File: src/rtl/count_register_0_99.sv
// Two-digit up/down event counter (0..99) kept as binary and as a BCD pair,
// fed by synchronized rising-edge events with full/empty and sticky range flags.

module count_register_0_99_edge (
    input  logic clk,
    input  logic rst_n,
    input  logic sig_i,
    output logic evt_o
);
    logic sync1_q, sync2_q, prev_q, evt_q;

    // Two synchronizer flops, one edge-detect flop, then a registered pulse so
    // an input first sampled at edge k is applied to the count at edge k+3.
    always_ff @(posedge clk) begin
        if (!rst_n) begin
            sync1_q <= 1'b0;
            sync2_q <= 1'b0;
            prev_q  <= 1'b0;
            evt_q   <= 1'b0;
        end else begin
            sync1_q <= sig_i;
            sync2_q <= sync1_q;
            prev_q  <= sync2_q;
            evt_q   <= sync2_q & ~prev_q;
        end
    end

    assign evt_o = evt_q;
endmodule

module count_register_0_99 (
    input  logic       clk,
    input  logic       rst_n,
    input  logic       inc_in,
    input  logic       dec_in,
    input  logic       clear,
    input  logic       enable,
    output logic [6:0] reg_data,
    output logic [3:0] units,
    output logic [3:0] tens,
    output logic       full,
    output logic       empty,
    output logic       cont_superior_99,
    output logic       underflow
);
    typedef enum logic [1:0] {
        IDLE  = 2'd0,
        COUNT = 2'd1,
        LIMIT = 2'd2
    } state_t;

    state_t     state_q, state_d;
    logic [6:0] count_q, count_d;
    logic [3:0] units_q, units_d;
    logic [3:0] tens_q,  tens_d;
    logic       full_q,  full_d;
    logic       empty_q, empty_d;
    logic       sup_q,   sup_d;
    logic       unf_q,   unf_d;

    logic inc_evt, dec_evt;
    logic inc_ev,  dec_ev;

    count_register_0_99_edge u_inc_edge (
        .clk   (clk),
        .rst_n (rst_n),
        .sig_i (inc_in),
        .evt_o (inc_evt)
    );

    count_register_0_99_edge u_dec_edge (
        .clk   (clk),
        .rst_n (rst_n),
        .sig_i (dec_in),
        .evt_o (dec_evt)
    );

    // Coincident inc and dec events cancel each other.
    assign inc_ev = inc_evt & ~dec_evt;
    assign dec_ev = dec_evt & ~inc_evt;

    always_ff @(posedge clk) begin
        if (!rst_n) begin
            state_q <= IDLE;
            count_q <= 7'd0;
            units_q <= 4'd0;
            tens_q  <= 4'd0;
            full_q  <= 1'b0;
            empty_q <= 1'b1;
            sup_q   <= 1'b0;
            unf_q   <= 1'b0;
        end else begin
            state_q <= state_d;
            count_q <= count_d;
            units_q <= units_d;
            tens_q  <= tens_d;
            full_q  <= full_d;
            empty_q <= empty_d;
            sup_q   <= sup_d;
            unf_q   <= unf_d;
        end
    end

    always_comb begin
        state_d = state_q;
        count_d = count_q;
        units_d = units_q;
        tens_d  = tens_q;
        sup_d   = sup_q;
        unf_d   = unf_q;

        if (clear) begin
            count_d = 7'd0;
            units_d = 4'd0;
            tens_d  = 4'd0;
            sup_d   = 1'b0;
            unf_d   = 1'b0;
            state_d = enable ? COUNT : IDLE;
        end else begin
            unique case (state_q)
                IDLE: begin
                end
                COUNT: begin
                    if (enable && inc_ev) begin
                        if (count_q == 7'd99) begin
                            sup_d = 1'b1;
                        end else begin
                            count_d = count_q + 7'd1;
                            if (units_q == 4'd9) begin
                                units_d = 4'd0;
                                tens_d  = tens_q + 4'd1;
                            end else begin
                                units_d = units_q + 4'd1;
                            end
                        end
                    end else if (enable && dec_ev) begin
                        if (count_q == 7'd0) begin
                            unf_d = 1'b1;
                        end else begin
                            count_d = count_q - 7'd1;
                            if (units_q == 4'd0) begin
                                units_d = 4'd9;
                                tens_d  = tens_q - 4'd1;
                            end else begin
                                units_d = units_q - 4'd1;
                            end
                        end
                    end
                end
                LIMIT: begin
                    if (enable && inc_ev) begin
                        sup_d = 1'b1;
                    end else if (enable && dec_ev) begin
                        count_d = 7'd98;
                        units_d = 4'd8;
                        tens_d  = 4'd9;
                    end
                end
                default: begin
                    state_d = IDLE;
                end
            endcase

            if (!enable)
                state_d = IDLE;
            else
                state_d = (count_d == 7'd99) ? LIMIT : COUNT;
        end

        full_d  = (count_d == 7'd99);
        empty_d = (count_d == 7'd0);
    end

    assign reg_data         = count_q;
    assign units            = units_q;
    assign tens             = tens_q;
    assign full             = full_q;
    assign empty            = empty_q;
    assign cont_superior_99 = sup_q;
    assign underflow        = unf_q;
endmodule

File: config.mk
export PLATFORM = sky130hd
export DESIGN_NAME = count_register_0_99
export DESIGN_NICKNAME = d
export VERILOG_FILES = /design/src/rtl/count_register_0_99.sv
export SDC_FILE = /design/constraint.sdc
export NUM_CORES = 1
export LEC_CHECK = 0
export ABC_AREA = 1
export BUFFER_PORTS_ARGS = -buffer_cell sky130_fd_sc_hd__buf_2
export CAP_MARGIN = 25
export CORE_MARGIN = 2
export CORE_UTILIZATION = 60
export DETAILED_ROUTE_END_ITERATION = 16
export HOLD_SLACK_MARGIN = 0.05
export PLACE_DENSITY = 0.86
export SLEW_MARGIN = 20
export SYNTH_ARGS = -nofsm -noshare
export SYNTH_HDL_FRONTEND = slang
export SYNTH_HIERARCHICAL = 1
export SYNTH_SLANG_ARGS = --single-unit
export TNS_END_PERCENT = 100
File: constraint.sdc
create_clock -name clk -period 3.15 [get_ports clk]
set_clock_uncertainty 0.15 [all_clocks]
set_input_delay 0.63 -clock clk [delete_from_list [all_inputs] [get_ports clk]]
set_output_delay 0.63 -clock clk [all_outputs]
set_load 0.01 [all_outputs]
==> out/metrics.yaml, run 1 <==
floorplanning:
  io_pins: 25
  core_mm2: 0.00313
  die_y_um: 61.8
  row_count: 20
  dieArea_mm2: 0.00382
  die_width_um: 61.8
  initial_core_util_pct: 64.1
critical_path:
  critPathMaxFanout: 8
  crit_path_end: "state_q[0]$_SDFF_PN0_"
  regToRegStartpoint: "reg_data[1]$_SDFF_PN0_"
  critPathLaunch: "reg_data[1]$_SDFF_PN0_"
  r2r_cells: 15
  cp_data_required_time_ps: 3230
  worst-r2r-setup-slack_ps: 750
  regToRegEndpoint: "state_q[0]$_SDFF_PN0_"
  cp.arrival_ps: 2480
  endpoint_kind: "flip-flop"
  startpoint_type: "flip-flop"
  critPathKind: "flip-flop to flip-flop"
clock_network:
  clock_sinks: 29
  ctsResizeCount: 0
  cts_buffers: 5
  clockBufferDepth: 2
  post_cts_buffers: 0
  cts_tree: "done"
  clk_latency_ps: 330
  path_clk_slew_ps: 110
  hold_buffers: 0
  h-tree-depth: 2
  clockRootBuffer: "clkbuf_4"
flow_run:
  max-cap-violations: 0
global_route:
  met3_usage_pct: 3.73
  grt_max_degree: 14
  grt_usage_pct: 27.1
  grt_pass1_wl_um: 7660
  grt-busiest-layer: "met2"
  grt_antenna_before_repair: 0
  overflow: 0
  grtUsageMet2_pct: 43.5
  grt_pass1_vias: 1675
  globalRouteMet1Util_pct: 38.5
synthesis:
  synth.largest_area_cell: "dfxtp_1"
  synth_top_area_share_pct: 28.9
  synth_xor_area_share_pct: 2.62
  synth_seq_area_share_pct: 28.9
  syn_area_mm2: 0.00201
  synth_top_family_by_area: "simple AND/OR/NAND/NOR gates"
  synth_nets: 314
  synth_area_leaders: "dfxtp_1 (29%), nand2_1 (14%), inv_1 (7.5%)"
  synth_adder_area_share_pct: 6.61
  synth_compound_area_share_pct: 11.0
  yosysWarningCount: 6
  yosys.area_share.simple_pct: 40.6
  synth-seq-cells: 29
  netlist_instances: 298
  synth.distinct_cells: 34
  avgSynthCellArea_um2: 6.73
  synthMuxAreaShare_pct: 0
sta:
  hold_ws_ps: 247
  rsz0062_at_grt: "no"
  fmax_ghz: 0.416
  final-setup-viol-count: 0
  period_minus_slack_ps: 2400
  fin_crit_sh_pct: 76.3
  worst_slack_ps: 746
  worstMarginPinSlew_ps: 491
  drv_slew: 0
  finalSetupTns_ps: 0
  hold_viol: 0
  relSlewSlack_pct: 67.2
placed_design:
  portBuffers: 24
  gp_congestion: 0.967
  dp_hpwl_um: 3550
  preCtsSetupSlack_ps: 624
outcome:
  status: "complete, no violations"
final_layout:
  fillers: 297
  seq_area_um2: 581
  final_core_util_pct: 70.6
  multiInputGateArea_mm2: 0.00122
  areaGrowthSynthToFinish_pct: 10.0
  fin_nets: 340
  drive_above_1_share_pct: 18.8
  diodes: 0
routing:
  drt_iter0_markers: 168
  drt-vias-per-instance: 5.21
  drc_errors: 0
  wl_um: 4590
  vias: 1922
  firstDrtPassIters: 5
  drt-wirelength-per-cell_um: 12.4
  drtAntennaViolNets: 0
power:
  p_per_area_mw_per_mm2: 335
  ir_worst_vdd_v: 0.000261
  p_leak_uw: 0.00114
  power.total_uw: 740
worst_hold_path:
  hold_path_class: "flip-flop to flip-flop"
layout by cell type (no fill, tap or decap), drive strengths merged:
cell and count:
a31oi 3, clkbuf 6, o21ai 14, nor3 2, a21oi 19, nand3 32
inv 43, o211ai 1, xor2 5, dfxtp 29, nand2 82, buf 24
nand4 5, nor2 44, clkinv 3, xnor2 1, a211oi 2, ha 9
fa 1
metal layers:
layer  wire length (um)  vias to the layer above
met3                282                        4
met5                  0                        -
met2               2130                       68
li1                   -                     1004
met4                 29                        0
met1               2150                      846
cells in the mapped netlist (all sizes together):
library cell	instances
buf	3
ha	9
a21oi	19
o211ai	1
nor2	44
clkinv	1
inv	43
nor3	2
fa	1
nand2	82
nand4	5
o21ai	14
clkbuf	2
a211oi	2
nand3	32
xor2	5
xnor2	1
dfxtp	29
a31oi	3
stage by stage:
step                      instance area, um2  std cells
after detailed placement                2140        361
after CTS                               2210        369
final                                   2210        369
after floorplan                         2010        298
after global routing                    2210        369
after global placement                  2140        361
cell type report:
cell class                      count  share of cell area [%]
Sequential cell                    29                    26.3
Tap cell                           44                    2.49
Clock buffer                        6                    2.32
Multi-Input combinational cell    220                    55.3
Timing Repair Buffer               24                    5.44
Inverter                           44                    7.48
Clock inverter                      2                   0.624
how the worst min path moves through the flow:
stage / slack [ps] / to / depth (start not counted) / startpoint
after CTS: 250 / u_inc_edge/evt_o$_SDFF_PN0_ / 1 / u_inc_edge/prev_q$_SDFF_PN0_
after global routing: 250 / u_inc_edge/evt_o$_SDFF_PN0_ / 1 / u_inc_edge/prev_q$_SDFF_PN0_
after global placement: 240 / u_inc_edge/sync2_q$_SDFF_PN0_ / 2 / u_inc_edge/sync1_q$_SDFF_PN0_
final: 250 / u_inc_edge/evt_o$_SDFF_PN0_ / 1 / u_inc_edge/prev_q$_SDFF_PN0_
after detailed placement: 240 / u_dec_edge/evt_o$_SDFF_PN0_ / 1 / u_dec_edge/prev_q$_SDFF_PN0_
after floorplan: 230 / u_dec_edge/evt_o$_SDFF_PN0_ / 1 / u_dec_edge/prev_q$_SDFF_PN0_
flip-flops by register name, summed over array words and instances (netlist names), 2 cells and up:
signal / cells
reg_data: 7
state_q: 2
tens: 4
units: 4
critical path, cell delays in order (launching register included):
cell	delay (ps)
dfxtp_1	420
inv_1	170
ha_1	260
inv_1	60
nor2_1	230
nand3_2	150
nand2_2	120
nand2_1	60
nand3_1	70
nand3_1	100
nand2_1	100
nand2_1	80
nor3_2	130
nand3_2	100
nand2_1	70
inv_1	30
power breakdown:
group / switching, uW / total [uW] / leakage [uW] / internal [uW]
clock: 146 / 254 / 0.0000382 / 109
sequential: 9.49 / 386 / 0.000236 / 376
combinational: 64.6 / 99.7 / 0.000864 / 35.1
total: 220 / 740 / 0.00114 / 520
cell families after synthesis:
group / count (synthesis)
buffers and inverters: 49
AOI/OAI and AO/OA: 39
and+or+nand+nor: 165
DFF: 29
adders and majority gates: 10
xor gates and xnor gates: 6
(Power assumes the default switching activity.)
==> inputs of run 2 (changes only) <==
--- a/config.mk
+++ b/config.mk
@@ -9,10 +9,10 @@
 export BUFFER_PORTS_ARGS = -buffer_cell sky130_fd_sc_hd__buf_2
 export CAP_MARGIN = 25
 export CORE_MARGIN = 2
-export CORE_UTILIZATION = 60
+export CORE_UTILIZATION = 58
 export DETAILED_ROUTE_END_ITERATION = 16
 export HOLD_SLACK_MARGIN = 0.05
-export PLACE_DENSITY = 0.86
+export PLACE_DENSITY = 0.84
 export SLEW_MARGIN = 20
 export SYNTH_ARGS = -nofsm -noshare
 export SYNTH_HDL_FRONTEND = slang
==> constraint.sdc (replaced) <==
create_clock -name clk -period 2.5 [get_ports clk]
set_clock_uncertainty 0.15 [all_clocks]
set_input_delay 0.5 -clock clk [delete_from_list [all_inputs] [get_ports clk]]
set_output_delay 0.5 -clock clk [all_outputs]
set_load 0.01 [all_outputs]
==> run 2 against run 1 <==
  * Die area grew 3.2%
  * Global-route usage shrank 1.4 points
  * Critical endpoint unchanged
  * Largest power group unchanged
  * Critical path depth is the same
  * Largest cell class unchanged
==> out/metrics.yaml, run 2 (synthesis results as in run 1) <==
global_route:
  grt_max_degree: 13
  grt_pass1_wl_um: 8210
  grt_usage_pct: 25.7
  grt_antenna_before_repair: 0
  grt_pass1_vias: 1866
  overflow: 0
critical_path:
  crit_chain: "inv_1 -> ha_2 -> inv_1 -> nor2_2 -> nand3_2 -> nand2_2 -> nand2_1 -> nand2_1 -> nand3_1 -> nand2_1 -> nand2_1 -> nor3_2 -> nand3_2 -> nand2_1 -> inv_1"
  crit_family: "simple AND/OR/NAND/NOR gates"
  endpoint_kind: "flip-flop"
  critPathBufInv: 3
  cp.arrival_ps: 2370
  r2r_cells: 15
  crit_top_cell: "nand2_1"
  critPathMaxFanout: 8
  crit_slowest_cell: "dfxtp_2"
  critPathMaxStageDelay_ps: 390
  startpoint_type: "flip-flop"
  critPathKind: "flip-flop to flip-flop"
  cp.depth: 15
  cp_data_required_time_ps: 2580
sta:
  worstMarginPinSlew_ps: 463
  fin_crit_sh_pct: 91.5
  period_minus_slack_ps: 2290
  drv_slew: 0
  hold_viol: 0
  fmax_ghz: 0.437
  relSlewSlack_pct: 69.1
  final-setup-viol-count: 0
worst_hold_path:
  min_path_cells: 3
  hold_path_class: "input port to flip-flop"
power:
  ir_worst_vdd_v: 0.000375
  p_per_area_mw_per_mm2: 416
  p_leak_uw: 0.00116
final_layout:
  seq_area_um2: 583
  final_core_util_pct: 67.3
  largest_reg_flops: 7
  areaGrowthSynthToFinish_pct: 11.9
  multiInputGateArea_mm2: 0.00123
  drive_above_1_share_pct: 21.0
  final_area_mm2: 0.00224
  fillers: 293
  fin_nets: 343
  layout_common_cells: "nand2_1 (77), inv_1 (39), nor2_1 (30), nand3_1 (28), dfxtp_1 (27)"
  diodes: 0
  final_common_cell: "nand2_1"
clock_network:
  cts_buffers: 5
  h-tree-depth: 2
  clockBufferDepth: 2
  clockRootBuffer: "clkbuf_4"
  cts_tree: "done"
  clk_latency_ps: 330
  path_clk_slew_ps: 90
  clock_sinks: 29
  post_cts_buffers: 0
flow_run:
  max-cap-violations: 0
placed_design:
  place_area_mm2: 0.00217
  dp_hpwl_um: 3660
  gp_congestion: 0.986
  portBuffers: 24
routing:
  drt_iter0_markers: 171
  drt-wirelength-per-cell_um: 12.4
  drc_errors: 0
  firstDrtPassIters: 4
  wl_um: 4630
  vias: 1983
  drt-vias-per-instance: 5.30
  drtAntennaViolNets: 0
floorplanning:
  initial_core_util_pct: 60.1
  dieArea_mm2: 0.00394
  die_y_um: 62.8
  core_mm2: 0.00334
  die_width_um: 62.8
  row_count: 21
  io_pins: 25
outcome:
  status: "complete, no violations"
-- run 2: final timing paths --
kind	slack (ps)	endpoint	startpoint
setup / recovery	210	state_q[0]$_SDFF_PN0_	reg_data[1]$_SDFF_PN0_
hold / removal	210	u_inc_edge/sync1_q$_SDFF_PN0_	inc_in
setup reg to reg	210	state_q[0]$_SDFF_PN0_	reg_data[1]$_SDFF_PN0_
hold reg to reg	250	u_inc_edge/evt_o$_SDFF_PN0_	u_inc_edge/prev_q$_SDFF_PN0_
-- run 2: cell type report --
class	count	area share, %
Clock buffer	7	2.90
Sequential cell	29	26.0
Inverter	44	7.36
Timing Repair Buffer	27	6.35
Tap cell	46	2.56
Clock inverter	1	0.223
Multi-Input combinational cell	220	54.6
-- run 2: timing repair --
action / in CTS / in global routing
resized for setup: 0 / 5
endpoints found under the setup margin: 0 / 4
hold buffers: 0 / 0
-- run 2: metrics by stage --
step	TNS (ps)	setup WS (ps)	std cells	power, uW	hold slack, ps
5_1_grt	-1.23	-1.23	374	983	197
2_1_floorplan	0	471	298	587	234
4_1_cts	0	84.0	374	940	205
3_5_place_dp	0	108	366	623	241
6_report	0	212	374	934	208
3_3_place_gp	0	183	366	619	235
-- run 2: routing by layer --
layer	track usage, %	up-vias	part of all wire (%)
met2	44.5	86	48
met3	4.14	11	7.3
li1	-	1010	-
met4	9.44	0	1.9
met5	0	-	0
met1	32.0	876	43
-- run 2: report_power, final --
group	switching [uW]	leakage (uW)	internal, uW	total [uW]
registers	12.0	0.000237	474	486
clock network	157	0.0000413	163	320
logic	82.6	0.000880	44.8	127
-- run 2: worst reg2reg max path, delay by kind of cell (launching register included) --
kind	cells	cell delay (ps)
buffers and inverters	3	230
flip-flops	1	390
adder cells (fa/ha/maj)	1	230
AND/OR/NAND/NOR	11	1190
==> inputs of run 3 (changes only) <==
--- a/config.mk
+++ b/config.mk
@@ -5,14 +5,15 @@
 export SDC_FILE = /design/constraint.sdc
 export NUM_CORES = 1
 export LEC_CHECK = 0
-export ABC_AREA = 1
+export ABC_AREA = 0
 export BUFFER_PORTS_ARGS = -buffer_cell sky130_fd_sc_hd__buf_2
 export CAP_MARGIN = 25
 export CORE_MARGIN = 2
-export CORE_UTILIZATION = 58
+export CORE_UTILIZATION = 57
 export DETAILED_ROUTE_END_ITERATION = 16
+export GPL_TIMING_DRIVEN = 0
 export HOLD_SLACK_MARGIN = 0.05
-export PLACE_DENSITY = 0.84
+export PLACE_DENSITY = 0.83
 export SLEW_MARGIN = 20
 export SYNTH_ARGS = -nofsm -noshare
 export SYNTH_HDL_FRONTEND = slang
==> run 3 against run 2 <==
  * The run now ends with negative setup slack left
  * Clock-buffer cell count unchanged
  * Clock power increased by 6%
  * Global-route usage increased by 5.0 points
  * Worst setup slack got worse by 360 ps
  * Critical path depth decreased by 6
  * Largest cell class unchanged
==> out/metrics.yaml, run 3 <==
sta:
  hold_viol: 0
  fmax_ghz: 0.378
  drv_slew: 0
  rsz0062_at_grt: "yes"
  relSlewSlack_pct: 63.7
  hold_ws_ps: 233
  worst_slack_ps: -143
  final-setup-viol-count: 4
  worstMarginPinSlew_ps: 537
  fin_crit_sh_pct: 106
  period_minus_slack_ps: 2640
routing:
  drt_iter0_markers: 210
  firstDrtPassIters: 5
  wl_um: 5880
  drc_errors: 0
  drt-wirelength-per-cell_um: 18.6
  vias: 2011
  drtAntennaViolNets: 0
  drt-vias-per-instance: 6.36
clock_network:
  hold_buffers: 0
  clockRootBuffer: "clkbuf_4"
  clock_sinks: 29
  cts_tree: "done"
  clockBufferDepth: 2
  path_clk_slew_ps: 90
  h-tree-depth: 2
  clk_latency_ps: 340
  cts_buffers: 5
final_layout:
  drive_above_1_share_pct: 39.3
  fillers: 182
  diodes: 0
  final_core_util_pct: 80.6
  areaGrowthSynthToFinish_pct: 32.9
  final_common_cell: "buf_2"
  layout_common_cells: "buf_2 (25), nor2_1 (23), dfxtp_1 (23), buf_4 (21), nand2_1 (13)"
  largest_reg_flops: 7
  fin_nets: 287
global_route:
  grt_pass1_vias: 1745
  grt_usage_pct: 30.7
  overflow: 0
  grt_pass1_wl_um: 8290
  grt_antenna_before_repair: 0
  grt_max_degree: 13
worst_hold_path:
  hold_path_class: "input port to flip-flop"
synthesis:
  yosysMostFrequentCell: "dfxtp_1"
  synth_edf_count: 0
  netlist_instances: 220
  synth_seq_area_share_pct: 31.1
  synth_nets: 236
  syn_area_mm2: 0.00187
  yosysWarningCount: 6
  synth_area_leaders: "dfxtp_1 (31%), ha_1 (6.0%), nor2_1 (4.8%)"
  synth-seq-cells: 29
  synthArstFlopShare_pct: 0
  synth.distinct_cells: 68
  synth_top_area_share_pct: 31.1
  synth-main-ff-cell: "dfxtp_1"
  synth_commonest_cells: "dfxtp_1 (29), nor2_1 (24), nand2_1 (13)"
  synth.largest_area_cell: "dfxtp_1"
  avgSynthCellArea_um2: 8.48
critical_path:
  critPathMaxFanout: 4
  cp_data_required_time_ps: 2580
  critPathKind: "flip-flop to flip-flop"
  critPathMaxStageDelay_ps: 390
  endpoint_kind: "flip-flop"
  crit_family: "compound AO/OA/AOI/OAI gates"
  startpoint_type: "flip-flop"
  cp.arrival_ps: 2720
  crit_slowest_cell: "o311a_1"
  crit_chain: "clkbuf_8 -> inv_2 -> ha_4 -> nor4b_4 -> and2_2 -> o31a_1 -> a2bb2oi_1 -> nand3_2 -> o311a_1"
  critPathBufInv: 2
power:
  ir_worst_vdd_v: 0.000433
  p_per_area_mw_per_mm2: 351
  p_leak_uw: 0.00105
placed_design:
  portBuffers: 24
  dp_hpwl_um: 3210
  gp_congestion: 0.916
floorplanning:
  initial_core_util_pct: 60.6
  dieArea_mm2: 0.00375
  die_y_um: 61.2
  row_count: 20
  core_mm2: 0.00308
  die_width_um: 61.2
  io_pins: 25
outcome:
  status: "complete, but fails checks"
  violations: "negative setup slack"
flow_run:
  max-cap-violations: 0
==> run 3: layout make-up <==
| class | instances | area (um2) | area share [%] |
|---|---|---|---|
| repair buffers | 45 | 282 | 11.4 |
| multi-input cells | 168 | 1350 | 54.3 |
| plain buffers | 13 | 93.8 | 3.78 |
| clock buffers | 7 | 65.1 | 2.62 |
| inverters | 9 | 37.5 | 1.51 |
| clock inverters | 1 | 5.00 | 0.202 |
| well taps | 44 | 55.1 | 2.22 |
| flip-flops and latches | 29 | 596 | 24.0 |
==> run 3: where the power goes <==
part	leakage, uW	total, uW	internal (uW)	switching, uW
logic	0.000766	63.9	26.7	37.2
clock network	0.0000413	339	163	176
registers	0.000239	467	465	2.81
total	0.00105	870	654	216
==> run 3: final timing paths <==
| path | start | to | slack [ps] | depth (start not counted) |
|---|---|---|---|---|
| min | dec_in | u_dec_edge/sync1_q$_SDFF_PN0_ | 230 | 2 |
| max | reg_data[1]$_SDFF_PN0_ | state_q[0]$_SDFF_PN0_ | -140 | 9 |
| max reg2reg | reg_data[1]$_SDFF_PN0_ | state_q[0]$_SDFF_PN0_ | -140 | 9 |
| min reg2reg | u_inc_edge/sync1_q$_SDFF_PN0_ | u_inc_edge/sync2_q$_SDFF_PN0_ | 300 | 1 |
==> run 3: per-layer routing <==
metal | up-vias | wire (um) | track usage, %
li1 | 918 | - | -
met1 | 925 | 2240 | 39.3
met2 | 138 | 2850 | 47.1
met3 | 30 | 560 | 9.03
met4 | 0 | 235 | 15.2
met5 | - | 0 | 0
==> run 3: repair_timing <==
| item | 4_1_cts | 5_1_grt |
|---|---|---|
| hold endpoints to repair | 0 | 0 |
| endpoints found under the setup margin | 8 | 8 |
| buffers inserted | 8 | 13 |
| gates resized for setup | 10 | 38 |
| pin swaps | 4 | 3 |
==> run 3: stage by stage <==
step | std cells | setup slack [ps] | power [uW] | TNS, ps | instance area [um2]
after floorplan | 220 | -1.24 | 513 | -1.24 | 1900
after global placement | 288 | -429 | 529 | -2250 | 2070
after detailed placement | 288 | -465 | 530 | -2290 | 2070
after CTS | 304 | -57.4 | 865 | -57.4 | 2240
after global routing | 316 | -271 | 900 | -923 | 2480
final | 316 | -143 | 870 | -360 | 2480
==> run 3: kinds of logic (layout without fill, tap and decap cells) <==
group | count (synthesis) | in the layout | share of synthesized area, %
AO/OA/AOI/OAI | 55 | 55 | 21.3
XOR/XNOR | 6 | 6 | 2.82
adder cells (fa/ha/maj) | 10 | 10 | 7.11
buffers and inverters | 23 | 75 | 5.30
flip-flops | 29 | 29 | 31.1
multiplexers | 1 | 1 | 0.537
AND/OR/NAND/NOR | 96 | 96 | 31.9
